File: src/rtl/axil_sram_ctrl.sv
// axil_sram_ctrl: AXI4-Lite subordinate bridging single-beat reads/writes
// onto one registered single-port sram, one transaction in flight.
module axil_sram_ctrl #(
   parameter int MEM_AW = 8,
   parameter int DATA_W = 32,
   parameter int AXI_AW = MEM_AW + $clog2(DATA_W / 8)
) (
   input  logic                  clk,
   input  logic                  rst,
   input  logic [AXI_AW-1:0]     s_awaddr,
   input  logic                  s_awvalid,
   output logic                  s_awready,
   input  logic [DATA_W-1:0]     s_wdata,
   input  logic [DATA_W/8-1:0]   s_wstrb,
   input  logic                  s_wvalid,
   output logic                  s_wready,
   output logic [1:0]            s_bresp,
   output logic                  s_bvalid,
   input  logic                  s_bready,
   input  logic [AXI_AW-1:0]     s_araddr,
   input  logic                  s_arvalid,
   output logic                  s_arready,
   output logic [DATA_W-1:0]     s_rdata,
   output logic [1:0]            s_rresp,
   output logic                  s_rvalid,
   input  logic                  s_rready,
   output logic                  sram_cs,
   output logic                  sram_we,
   output logic [MEM_AW-1:0]     sram_addr,
   output logic [DATA_W-1:0]     sram_din,
   input  logic [DATA_W-1:0]     sram_dout
);

   localparam int BW = $clog2(DATA_W / 8);

   typedef enum logic [2:0] {
      IDLE  = 3'd0,
      WR    = 3'd1,
      WRESP = 3'd2,
      RD    = 3'd3,
      RCAP  = 3'd4,
      RRESP = 3'd5
   } state_t;

   state_t              state_q;
   logic                wr_prio_q;
   logic                awready_q;
   logic                wready_q;
   logic                arready_q;
   logic                bvalid_q;
   logic [1:0]          bresp_q;
   logic                rvalid_q;
   logic [DATA_W-1:0]   rdata_q;
   logic                cs_q;
   logic                we_q;
   logic [MEM_AW-1:0]   addr_q;
   logic [DATA_W-1:0]   din_q;
   logic                werr_q;

   logic wr_elig;
   logic rd_elig;
   logic both_elig;
   logic gnt_wr;
   logic gnt_rd;
   logic arb_en;

   // sub-word address bits carry no meaning for a word-wide sram
   logic unused_lsb;
   assign unused_lsb = ^{s_awaddr[BW-1:0], s_araddr[BW-1:0]};

   // pick the next transaction; ties go to wr_prio, arbitration runs
   // in idle and on the closing handshake so back-to-back ops lose no cycle
   always_comb begin
      wr_elig   = s_awvalid & s_wvalid;
      rd_elig   = s_arvalid;
      both_elig = wr_elig & rd_elig;
      gnt_wr    = wr_elig & (~rd_elig | wr_prio_q);
      gnt_rd    = rd_elig & (~wr_elig | ~wr_prio_q);
      arb_en    = ((state_q == IDLE) & ~awready_q & ~arready_q)
                | ((state_q == WRESP) & s_bready)
                | ((state_q == RRESP) & s_rready);
   end

   // transaction sequencer with registered AXI and sram outputs
   always_ff @(posedge clk) begin
      if (rst) begin
         state_q   <= IDLE;
         wr_prio_q <= 1'b1;
         awready_q <= 1'b0;
         wready_q  <= 1'b0;
         arready_q <= 1'b0;
         bvalid_q  <= 1'b0;
         bresp_q   <= 2'b00;
         rvalid_q  <= 1'b0;
         rdata_q   <= '0;
         cs_q      <= 1'b0;
         we_q      <= 1'b0;
         addr_q    <= '0;
         din_q     <= '0;
         werr_q    <= 1'b0;
      end else begin
         unique case (state_q)
            IDLE: begin
               if (awready_q) begin
                  awready_q <= 1'b0;
                  wready_q  <= 1'b0;
                  if (wr_elig) begin
                     werr_q  <= ~&s_wstrb;
                     cs_q    <= &s_wstrb;
                     we_q    <= &s_wstrb;
                     addr_q  <= s_awaddr[AXI_AW-1:BW];
                     din_q   <= s_wdata;
                     state_q <= WR;
                  end
               end else if (arready_q) begin
                  arready_q <= 1'b0;
                  if (rd_elig) begin
                     cs_q    <= 1'b1;
                     we_q    <= 1'b0;
                     addr_q  <= s_araddr[AXI_AW-1:BW];
                     state_q <= RD;
                  end
               end
            end
            WR: begin
               cs_q     <= 1'b0;
               we_q     <= 1'b0;
               bresp_q  <= werr_q ? 2'b10 : 2'b00;
               bvalid_q <= 1'b1;
               state_q  <= WRESP;
            end
            WRESP: begin
               if (s_bready) begin
                  bvalid_q <= 1'b0;
                  state_q  <= IDLE;
               end
            end
            RD: begin
               cs_q    <= 1'b0;
               state_q <= RCAP;
            end
            RCAP: begin
               rdata_q  <= sram_dout;
               rvalid_q <= 1'b1;
               state_q  <= RRESP;
            end
            RRESP: begin
               if (s_rready) begin
                  rvalid_q <= 1'b0;
                  state_q  <= IDLE;
               end
            end
            default: state_q <= IDLE;
         endcase
         if (arb_en) begin
            awready_q <= gnt_wr;
            wready_q  <= gnt_wr;
            arready_q <= gnt_rd;
            if (both_elig) wr_prio_q <= ~wr_prio_q;
         end
      end
   end

   assign s_awready = awready_q;
   assign s_wready  = wready_q;
   assign s_arready = arready_q;
   assign s_bvalid  = bvalid_q;
   assign s_bresp   = bresp_q;
   assign s_rvalid  = rvalid_q;
   assign s_rdata   = rdata_q;
   assign s_rresp   = 2'b00;
   assign sram_cs   = cs_q;
   assign sram_we   = we_q;
   assign sram_addr = addr_q;
   assign sram_din  = din_q;

endmodule

File: config.mk
export PLATFORM = sky130hd
export DESIGN_NAME = axil_sram_ctrl
export DESIGN_NICKNAME = d
export VERILOG_FILES = /design/src/rtl/axil_sram_ctrl.sv
export SDC_FILE = /design/constraint.sdc
export NUM_CORES = 1
export LEC_CHECK = 0
export CAP_MARGIN = 30
export CORE_UTILIZATION = 39
export DETAILED_ROUTE_END_ITERATION = 16
export GPL_TIMING_DRIVEN = 0
export PLACE_DENSITY = 0.79
export SLEW_MARGIN = 20
export SYNTH_ARGS = -nofsm -noshare
export SYNTH_HDL_FRONTEND = slang
export SYNTH_SLANG_ARGS = --single-unit
File: constraint.sdc
create_clock -name clk -period 2.1 [get_ports clk]
set_clock_uncertainty 0.05 [all_clocks]
set_input_delay 0.315 -clock clk [delete_from_list [all_inputs] [get_ports clk]]
set_output_delay 0.315 -clock clk [all_outputs]
set_load 0.01 [all_outputs]
==> flow_summary.yaml <==
logic_synthesis:
  number_of_different_library_cells_in_the_post_synthesis_netlist: 36
  ys_dominant_reg_cell: "sky130_fd_sc_hd__dfxtp_1"
  syn-cell-area_um2: 3250
  synthXorXnorAreaFrac_pct: 0
  cell_accounting_for_the_most_synthesized_area: "sky130_fd_sc_hd__dfxtp_1"
  synth-edff-count: 0
  synth_top_area_share_pct: 52.3
  synthCells: 401
  synth_compound_gate_area_share_pct: 17.1
  ys_ff_latch: 85
  syn_avg_cell_area_um2: 8.11
  netlist_top_cells_area: "sky130_fd_sc_hd__dfxtp_1 (52%), sky130_fd_sc_hd__nand2_1 (16%), sky130_fd_sc_hd__a21oi_1 (11%)"
  synthSimpleGateAreaFrac_pct: 22.6
  post_synth_fa_ha_maj_area_fraction_pct: 0
  muxShareOfSynthArea_pct: 3.08
  largest_family_of_logic_cells_by_synthesized_area: "simple AND/OR/NAND/NOR gates"
  total_of_warnings_raised_by_yosys: 0
  synth-seq-area-share_pct: 52.3
  async_reset_ff_share_pct: 0
final_layout:
  post_route_cells_drive_above_1_share_pct: 5.78
  area_growth_syn_to_layout_pct: 62.0
  fin_area_um2: 5270
  multi_input_area_um2: 1410
  area.sequential_um2: 1700
  net_count_final: 679
  filler_cell_count: 663
  antenna-diode-count: 0
  mostFrequentLayoutCell: "sky130_fd_sc_hd__clkdlybuf4s50_1"
  most_used_cells_in_the_layout_excluding_fill_and_tap_cells: "sky130_fd_sc_hd__clkdlybuf4s50_1 (169), sky130_fd_sc_hd__nand2_1 (138), sky130_fd_sc_hd__dfxtp_1 (84)"
detailed_routing:
  route.detailed.drc: 0
  ant_nets: 0
  post_drt_via_cell_ratio: 4.92
  pre_repair_dr_iteration_count: 4
  detailedRoute.firstIterationViolations: 155
  vias: 3393
  totalWireLength_um: 9220
  avgRoutedWirePerCell_um: 13.4
cts:
  tritoncts.num_buffers: 9
  cts_tree: "done"
  cts_sinks: 85
  cts.clk_slew.worst_paths_ps: 80
  longest_clk_path_bufs: 2
  clk_latency_ps: 340
  clock-root-buffer: "sky130_fd_sc_hd__clkbuf_8"
  cts.htree.levels: 3
sta:
  timing.hold.ws_ps: 408
  finalHoldViolCount: 0
  finalCriticalPeriod_ps: 2020
  worst_pin_slew_ps: 628
  fmax_ghz: 0.495
  relSlewSlack_pct: 58.1
  final.period_utilization_pct: 96.3
  setup_viol_count_final: 0
  final_max_slew_viol_count: 0
setup_path:
  setup.worst_path.class: "primary input to flop"
  path_max_fanout: 10
  required_ps: 2260
  worstPathArrival_ps: 2190
  timing.critical_path.from_type: "primary input"
  endpoint_kind: "flop"
grt:
  remaining_global_route_overflow: 0
  first_pass_grt_wire_length_um: 14900
  antenna_found_initial: 0
  globalRouteTotalUtil_pct: 21.6
  grt_start_max_net_pins: 14
  grt_pass1_vias: 3306
floorplanning:
  die-width_um: 93.3
  initial_utilization_pct: 41.2
  floorplan.io_pins: 178
  floorplan.die.height_um: 93.3
  placement_rows: 32
  fp.coreArea_um2: 7890
  die-area_um2: 8700
placed_design:
  finalWeightedCongestion: 0.782
  port-buffer-count: 169
  placement.cell_area_um2: 5080
  dp_hpwl_um: 6930
power_and_ir_drop:
  power.density_nw_per_um2: 596
  worst_ir_drop_vdd_uv: 416
  power.static_leakage_nw: 1.78
run:
  timing.max_cap.violations: 0
worst_hold_path:
  min_path_type: "flop to flop"
status:
  outcome: "complete, no violations"
## per-stage QoR
step                setup TNS (ps)  setup WS, ps  utilization (%)  cells  power, W
floorplan                        0           443                -    403   0.00189
finish                           0          77.8             66.8    690   0.00314
global placement             -6650          -248             64.4    674   0.00216
global route                 -58.5         -23.1             66.8    690   0.00329
CTS                              0          78.9             66.5    689   0.00317
detailed placement           -7660          -294             64.4    674   0.00217
## Yosys cell counts, types with 3 or more instances
cell and n:
sky130_fd_sc_hd__nand2_1 138, sky130_fd_sc_hd__dfxtp_1 85, sky130_fd_sc_hd__a21oi_1 69, sky130_fd_sc_hd__clkbuf_1 22
sky130_fd_sc_hd__nor2_1 19, sky130_fd_sc_hd__mux2i_1 10, sky130_fd_sc_hd__a211oi_1 9, sky130_fd_sc_hd__buf_2 4
sky130_fd_sc_hd__inv_1 4, sky130_fd_sc_hd__buf_4 3
## final cells by class
class	instances	area share [%]
Multi-Input combinational cell	283	26.7
Tap cell	102	2.42
Clock inverter	4	0.475
Buffer	31	2.78
Clock buffer	11	2.69
Timing Repair Buffer	170	32.3
Inverter	4	0.285
Sequential cell	85	32.3
## report_power, final
part           switching [W]  internal, W
Clock               0.000552     0.000452
Combinational       0.000183     0.000276
Sequential         0.0000270      0.00165
Total               0.000762      0.00238
## metal layers
layer	global-route usage, %	vias to the layer above	routed length (µm)
met2	36.3	139	4280
met1	25.8	1549	3890
met4	7.18	0	140
li1	-	1694	-
met5	0	-	0
met3	7.40	11	912
## registers in the layout, indices dropped and copies added (netlist names)
| register | count |
|---|---|
| s_wready | 1 |
| s_rdata | 32 |
| state_q | 3 |
| sram_we | 1 |
| s_awready | 1 |
| s_bvalid | 1 |
| sram_din | 32 |
| s_rvalid | 1 |
| s_bresp | 1 |
| sram_cs | 1 |
| s_arready | 1 |
| sram_addr | 8 |
| wr_prio_q | 1 |
| werr_q | 1 |
## final timing paths
kind              cells past startpoint  slack [ps]           end   startpoint
setup / recovery                      7          80  sram_din[15]     s_wvalid
hold / removal                        2         410   s_rdata[13]  s_rdata[13]
setup reg to reg                      6         210  sram_din[15]    s_awready
hold reg to reg                       2         410   s_rdata[13]  s_rdata[13]
## what timing repair did
action,CTS,global route
setup endpoints to repair,0,29
hold buffers,0,0
buffers inserted,0,1
gates resized for setup,0,15
## critical path, cell delays in order
cell	delay (ps)
sky130_fd_sc_hd__clkdlybuf4s50_1	540
sky130_fd_sc_hd__nand4b_1	300
sky130_fd_sc_hd__or3_1	400
sky130_fd_sc_hd__clkbuf_1	220
sky130_fd_sc_hd__buf_2	250
sky130_fd_sc_hd__nand2_1	100
sky130_fd_sc_hd__a21oi_1	60
## logic make-up after synthesis
kind of cell | count (synthesis)
multiplexers | 10
AO/OA/AOI/OAI | 93
buffers and inverters | 35
AND/OR/NAND/NOR | 177
flip-flops | 85
other | 1
Note: power is estimated with default switching activity, not from simulation.
